## config.mk

```make
export PLATFORM = sky130hd
export DESIGN_NAME = pipe_stage_skid
export DESIGN_NICKNAME = d
export VERILOG_FILES = /design/src/rtl/pipe_stage_skid.sv
export SDC_FILE = /design/constraint.sdc
export NUM_CORES = 1
export LEC_CHECK = 0
export ABC_CLOCK_PERIOD_IN_PS = 2200
export CAP_MARGIN = 40
export CORE_ASPECT_RATIO = 2
export CORE_UTILIZATION = 40
export DETAILED_ROUTE_END_ITERATION = 10
export PLACE_DENSITY = 0.81
export REMOVE_ABC_BUFFERS = 1
export SLEW_MARGIN = 20
export SYNTH_ARGS = -nofsm -noshare
export SYNTH_HDL_FRONTEND = slang
export SYNTH_SLANG_ARGS = --single-unit
```

## constraint.sdc

```tcl
create_clock -name CLK -period 2.2 [get_ports CLK]
set_clock_uncertainty 0.2 [all_clocks]
set_input_delay 0.33 -clock CLK [delete_from_list [all_inputs] [get_ports CLK]]
set_output_delay 0.33 -clock CLK [all_outputs]
set_load 0.05 [all_outputs]
```

## src/rtl/pipe_stage_skid.sv

```systemverilog
// pipe_stage_skid
// Inter-stage pipeline register with a valid/ready handshake. It carries
// NUM_FIELDS words of DATA_WIDTH bits. It also provides a synchronous flush,
// which inserts a zero bubble, and a saturating stall-cycle counter.
//
// Build option: define PIPE_SKID_EN to add a second (skid) entry. With the
// skid entry, ReadyF is driven straight from a flop. Without it, ReadyF is
// ReadyD | ~ValidD (combinational).
//
// Ports
//   CLK         in   rising-edge clock
//   RST_N       in   asynchronous active-low reset
//   FLUSH       in   synchronous flush, active-high, highest priority
//   ValidF      in   upstream payload valid
//   ReadyF      out  stage can accept this cycle
//   DataF       in   upstream payload, field k at [k*DATA_WIDTH +: DATA_WIDTH]
//   ValidD      out  downstream payload valid
//   ReadyD      in   downstream accepts this cycle
//   DataD       out  downstream payload
//   StallCount  out  saturating count of cycles with ValidD & ~ReadyD
//
// state   | meaning
// --------+--------------------------------------------
// S_EMPTY | main register invalid
// S_FULL  | main register valid, skid empty
// S_SKID  | main and skid both valid (PIPE_SKID_EN only)

module pipe_stage_skid #(
    parameter int DATA_WIDTH = 32,
    parameter int NUM_FIELDS = 3,
    parameter int CNT_WIDTH  = 16
) (
    input  logic                             CLK,
    input  logic                             RST_N,
    input  logic                             FLUSH,
    input  logic                             ValidF,
    output logic                             ReadyF,
    input  logic [NUM_FIELDS*DATA_WIDTH-1:0] DataF,
    output logic                             ValidD,
    input  logic                             ReadyD,
    output logic [NUM_FIELDS*DATA_WIDTH-1:0] DataD,
    output logic [CNT_WIDTH-1:0]             StallCount
);

    typedef enum logic [1:0] {
        S_EMPTY = 2'd0,
        S_FULL  = 2'd1,
        S_SKID  = 2'd2
    } state_t;

    state_t                            r_state;
    state_t                            w_state_nxt;
    logic [NUM_FIELDS*DATA_WIDTH-1:0]  r_main;
    logic [NUM_FIELDS*DATA_WIDTH-1:0]  w_main_nxt;
    logic [CNT_WIDTH-1:0]              r_stall;
    logic                              w_accept;
    logic                              w_deliver;

`ifdef PIPE_SKID_EN
    logic [NUM_FIELDS*DATA_WIDTH-1:0]  r_skid;
    logic [NUM_FIELDS*DATA_WIDTH-1:0]  w_skid_nxt;
    logic                              r_ready_f;

    // Flop output only, so backpressure does not ripple through stages.
    assign ReadyF = r_ready_f;
`else
    assign ReadyF = ReadyD | ~ValidD;
`endif

    assign ValidD     = (r_state != S_EMPTY);
    assign DataD      = r_main;
    assign StallCount = r_stall;
    assign w_accept   = ValidF & ReadyF;
    assign w_deliver  = ValidD & ReadyD;

    always_ff @(posedge CLK or negedge RST_N) begin
        if (!RST_N) begin
            r_state <= S_EMPTY;
            r_main  <= '0;
`ifdef PIPE_SKID_EN
            r_skid    <= '0;
            r_ready_f <= 1'b1;
`endif
        end else begin
            r_state <= w_state_nxt;
            r_main  <= w_main_nxt;
`ifdef PIPE_SKID_EN
            r_skid    <= w_skid_nxt;
            r_ready_f <= (w_state_nxt != S_SKID);
`endif
        end
    end

    always_comb begin
        w_state_nxt = r_state;
        w_main_nxt  = r_main;
`ifdef PIPE_SKID_EN
        w_skid_nxt  = r_skid;
`endif
        if (FLUSH) begin
            // A same-cycle accept is dropped. Both entries are zeroed so a NOP bubble is presented.
            w_state_nxt = S_EMPTY;
            w_main_nxt  = '0;
`ifdef PIPE_SKID_EN
            w_skid_nxt  = '0;
`endif
        end else begin
            case (r_state)
                S_EMPTY: begin
                    if (w_accept) begin
                        w_main_nxt  = DataF;
                        w_state_nxt = S_FULL;
                    end
                end
                S_FULL: begin
                    if (w_deliver && w_accept) begin
                        w_main_nxt = DataF;
                    end else if (w_deliver) begin
                        // DataD keeps its last value. Only ValidD drops.
                        w_state_nxt = S_EMPTY;
`ifdef PIPE_SKID_EN
                    end else if (w_accept) begin
                        w_skid_nxt  = DataF;
                        w_state_nxt = S_SKID;
`endif
                    end
                end
`ifdef PIPE_SKID_EN
                S_SKID: begin
                    if (w_deliver) begin
                        w_main_nxt  = r_skid;
                        w_state_nxt = S_FULL;
                    end
                end
`endif
                default: begin
                    w_state_nxt = S_EMPTY;
                end
            endcase
        end
    end

    // The stall counter ignores FLUSH. Only reset clears it.
    always_ff @(posedge CLK or negedge RST_N) begin
        if (!RST_N) begin
            r_stall <= '0;
        end else if (ValidD && !ReadyD && (r_stall != {CNT_WIDTH{1'b1}})) begin
            r_stall <= r_stall + CNT_WIDTH'(1);
        end
    end

endmodule

```

Word level (Yosys, flattened, before mapping)
Cells that the tools add are included.
- equality and inequality tests: 6
- mux-type cells: 9
- reduce and logical (&&, ||, !) cells: 9
- add/subtract/negate cells: 1
- bitwise gates (word level): 4
- operators by type and width (operator ; count):
    96-bit two-way mux ; 3
    96-bit case mux with 2 select lines ; 1
    16-bit by 1-bit adder with 16-bit output (second input constant) ; 1
    16-bit != test (second input constant) ; 1
    3-bit != test (second input constant) ; 4
    2-bit two-way mux ; 4
    3-bit AND reduction ; 2
    2-bit case mux with 2 select lines ; 1
    1-bit logical AND ; 3
    3-bit nonzero test ; 1
    1-bit bitwise AND ; 2
    2-bit by 1-bit == test with 1-bit output (second input constant) ; 1
    2-bit zero test ; 1
    2-bit nonzero test ; 1
    1-bit zero test ; 1
    1-bit inverter ; 1
    1-bit bitwise OR ; 1
- register bits: 114
- bits of input ports: 101
- logic and storage cells: 32
- output and inout port bits: 114

Depth between registers and ports, before layout
- depth after elaboration: 8
- gate-level depth with buffers: 7
- gate-level depth less buffers: 5

Least setup slack after synthesis
No wires, ideal clock.
- path kind: register to register
- from: register r_state[0]
- to: register r_main[22], in the netlist DataD[22]
- data required time: 1.933 ns
- slack: -0.162 ns
- library setup time: 0.067 ns
- path buffers: 2
- data arrival time: 2.095 ns
- stages on the path, launching flop included: 8
- period minus slack after synthesis: 2.362 ns
- cells stage by stage: dfrtp_1 and2b_1 inv_1 nand2_1 nor2_1 buf_2 buf_2 a22o_1
- longest elaborated chain between the ends: 7
- elaborated cells between the ends (all ways): 14
- classes of those cells: eq/ne: 3; mux: 2; bitwise: 4; reduce/logical: 5
- ends and longest elaborated chain (item ; line ; text):
    start, declared ; 51 ; state_t r_state;
    start signal, assigned ; 85 ; r_state <= w_state_nxt;
    2-bit nonzero test (*) ; 70 ; assign ValidD = (r_state != S_EMPTY);
    1-bit inverter (*) ; 67 ; assign ReadyF = ReadyD | ~ValidD;
    1-bit bitwise OR (*) ; 67 ;
    named net ReadyF ; 37 ; output logic ReadyF,
    1-bit bitwise AND (*) ; 73 ; assign w_accept = ValidF & ReadyF;
    1-bit logical AND ; 116 ; if (w_deliver && w_accept) begin
    3-bit != test (no source line) ; -- ;
    3-bit AND reduction (no source line) (*) ; -- ;
    end signal, assigned ; 86 ; r_main <= w_main_nxt;
    end, declared ; 53 ; logic [NUM_FIELDS*DATA_WIDTH-1:0] r_main;
The timed path passes the listed nets; every way through them passes the cells marked *.
A chain may end at the register's enable or synchronous reset.

Final worst setup path
- from: register r_main[31], in the netlist DataD[31]
- to: output DataD[31]
- RTL lines (item ; line ; text):
    end, declared ; 41 ; output logic [NUM_FIELDS*DATA_WIDTH-1:0] DataD,
No word-level cell between the ends.

==> key figures <==
Synthesis
  • Synth Register Bits: 113
  • Post-Syn Instances: 286
  • EDFF count, synth: 0
  • Dominant cell type by area after synthesis: dfrtp_1
  • Top-area cell type share of the netlist area: 0.678
  • Post-synthesis sequential area ratio: 0.678
  • Ys flop type: dfrtp_1
  • Synth async-reset ratio: 1.00
  • Mapped Area: 0.00417 sq mm
  • Mean Syn Cell Area: 14.6 sq um
  • Post-synthesis mux area share: 0.00270
  • Main combinational cell family by area after synthesis: compound AO/OA/AOI/OAI gates
  • Post-Synth XOR/XNOR Area: 0.0273
  • Simple-gate area share of the yosys netlist: 0.0480
  • Total of warnings raised by yosys: 0
  • Distinct cells, synth: 25
  • Compound-cell area share of the yosys netlist: 0.216
  • Post-Synth Adder-Cell Area: 0.00300
  • Synth top area cells: dfrtp_1 68%, a22o_1 20%, xnor2_1 1.7%

Floorplan
  • Starting Density: 0.411
  • Die Area: 0.0109 sq mm
  • Ports: 215
  • Overall die height: 146 um
  • Rows: 52
  • Die Span X: 74.2 um
  • Core area: 0.0101 sq mm

Drt
  • DR vias: 3503
  • Remaining routing DRC violations: 0
  • Drt pass-1 iters: 4
  • Iter 0 DRT Violations: 173
  • Routed wire length per instance: 19.7 um
  • Remaining antenna violation count: 0
  • Final wirelength: 13000 um
  • Drt via density: 5.28

Global route
  • GRT Util Overall: 0.253
  • Grt met3 use: 0.0628
  • Met1 usage: 0.268
  • Largest net degree at the start of global routing: 64
  • M2 GR Usage: 0.427
  • First-pass GRT wire length: 20100 um
  • Grt ovf: 0
  • Initial antenna violation count: 0
  • GR peak layer: met2
  • Vias in the first global route: 3846

Critical path
  • Delay-heaviest family, CP: buffers and inverters
  • Critical path launch point: DataD[31]$_DFFE_PN0P_
  • Worst reg2reg path endpoint: StallCount[15]$_DFFE_PN0P_
  • Worst endpoint data arrival time: 1.62 ns
  • Critical R2R Launch: StallCount[1]$_DFFE_PN0P_
  • Peak per-stage delay on the critical path: 0.85 ns
  • Reg2Reg Setup Slack: 0.18 ns
  • Critical path endpoint category: output port
  • Critical path depth: 1
  • Worst-path maximum fanout: 2
  • Worst Setup EP: DataD[31]
  • Worst Setup Start Kind: flop
  • CP bufs+invs: 1
  • Worst R2R Path Depth: 5
  • Crit-path cells: clkdlybuf4s50_1
  • Slowest cell on crit path: clkdlybuf4s50_1
  • Crit Path Class: reg2out
  • Critical Path RT: 1.67 ns

Timing
  • RSZ-0062 raised after global routing: no
  • Slew HR: 0.609
  • Worst Max-Slew Pin Slew: 0.584 ns
  • Fmax: 466 MHz
  • Final setup fails: 0
  • Final Critical Period: 2.15 ns
  • Final period utilization: 0.976
  • Final Max Slew Viols: 0
  • Final hold vios: 0

Finish
  • Share of layout cells above drive strength 1: 0.110
  • Post-layout net count: 617
  • Layout Cells excl Fill: 663
  • Ant diodes: 0
  • Area Growth Syn to Fin: 73.3%

Clock tree
  • Post-CTS Setup Inserts: 0
  • CTS tree: yes
  • CTS Buf Count: 17
  • Num Clock Sinks: 113
  • Clk buf depth: 2
  • Root Driver: clkbuf_16
  • Clk_lat worst skew: 0.41 ns
  • Htree depth: 4
  • Clock transition at path regs: 0.06 ns

Flow run
  • Max cap viols: 0

Pwr
  • Pint: 4.76 mW
  • Sequential power share: 0.352
  • Psw: 1.99 mW
  • Switching Share: 0.295
  • Design Power: 6.75 mW
  • Lkg Pwr: 3.32 nW
  • Worst vdd ir: 0.706 mV
  • Power density over the cells: 934 mW/mm^2
  • Logic pwr share: 0.216
  • Clock share of power: 0.432

Placed design
  • Port Buffers: 214
  • Dpl hpwl: 9370 um
  • Placed insts: 630
  • GP Congestion: 0.888

Run status
  • Outcome: complete, no violations

Worst hold path
  • Hold WC Path Type: in2async
## flip-flops by register name (all words and copies together) (netlist names)
| name | count |
|---|---|
| DataD | 96 |
| StallCount | 16 |
| r_state | 1 |
## metrics by stage
step / instance area (sq um) / utilization / TNS, ns / setup slack (ns) / hold slack (ns)
after floorplan: 4080 / - / -264.96 / -2.75 / -0.166
after global placement: 6580 / 0.648 / 0 / 0.0664 / -0.00219
after detailed placement: 6580 / 0.648 / 0 / 0.0102 / -0.000245
after CTS: 7210 / 0.711 / 0 / 0.000583 / 0.121
after global routing: 7230 / 0.712 / 0 / 0.00640 / 0.123
final: 7230 / 0.712 / 0 / 0.0519 / 0.127
## placed cells by master, fill, tap and decap left out, types with 4 or more instances in the layout
master,n
nand3_1,5
buf_12,5
xor2_1,5
xnor2_1,8
nor2_1,6
clkdlybuf4s50_1,197
buf_4,13
dlygate4sd2_1,11
bufinv_16,4
a22o_1,96
dlymetal6s2s_1,4
dfrtp_1,113
clkbuf_16,17
nand2_1,4
## worst reg2reg max path: cells and delay by family, from the launching register on
family / cells / cell delay, ns
AOI/OAI and AO/OA: 1 / 0.13
adders and majority gates: 1 / 0.21
DFF: 1 / 0.40
and+or+nand+nor: 3 / 1.02
## repair_timing
action | 4_1_cts | 5_1_grt
cloned | 0 | 0
resized for setup | 11 | 5
hold endpoints to repair | 113 | 0
hold buffers | 1 | 0
pin swaps | 0 | 0
setup endpoints to repair | 11 | 5
## synth_stat cells, drive strengths merged (2+ instances only)
cell / count
nand3: 6
a22o: 96
nand4: 4
nand4b: 3
nor4: 3
xnor2: 8
nor2: 7
buf: 11
dfrtp: 113
nand2: 4
inv: 3
xor2: 5
a21oi: 2
nor3: 3
clkbuf: 10
## routing by layer
| metal | part of all wire | vias to the layer above | wire length [um] |
|---|---|---|---|
| met5 | 0 | - | 0 |
| met4 | 0.058 | 0 | 759 |
| met3 | 0.046 | 47 | 604 |
| met2 | 0.55 | 153 | 7130 |
| met1 | 0.35 | 1754 | 4550 |
| li1 | - | 1549 | - |
## how the worst min path moves through the flow
stage	start	endpoint	slack, ns	cells after the start
floorplan	RST_N	DataD[0]$_DFFE_PN0P_	-0.17	0
global placement	RST_N	DataD[92]$_DFFE_PN0P_	-0.002	1
detailed placement	RST_N	DataD[92]$_DFFE_PN0P_	-0.0002	1
CTS	RST_N	DataD[68]$_DFFE_PN0P_	0.12	2
global route	RST_N	DataD[68]$_DFFE_PN0P_	0.12	2
finish	RST_N	DataD[92]$_DFFE_PN0P_	0.13	2
## area by class of cell
class / instances / area [sq um]
clock buffers: 19 / 453
clock inverters: 13 / 184
fillers: 745 / 2920
inverters: 3 / 11.3
multi-input cells: 149 / 1260
flip-flops and latches: 113 / 2830
well taps: 135 / 169
repair buffers: 231 / 2330
## cells by family after synthesis
| logic type | after synthesis |
|---|---|
| muxes | 1 |
| xor gates and xnor gates | 13 |
| AOI/OAI and AO/OA | 101 |
| and+or+nand+nor | 33 |
| buffers and inverters | 24 |
| DFF | 113 |
| adders and majority gates | 1 |
## power by group through the flow
stage | Clock, mW | Combinational [mW] | Sequential (mW)
floorplan | 0 | 0.243 | 2.95
global placement | 0 | 1.45 | 2.40
detailed placement | 0 | 1.48 | 2.41
CTS | 2.96 | 1.46 | 2.38
global route | 3.06 | 1.53 | 2.40
finish | 2.92 | 1.46 | 2.38
Power figures use the tool's default switching activity.
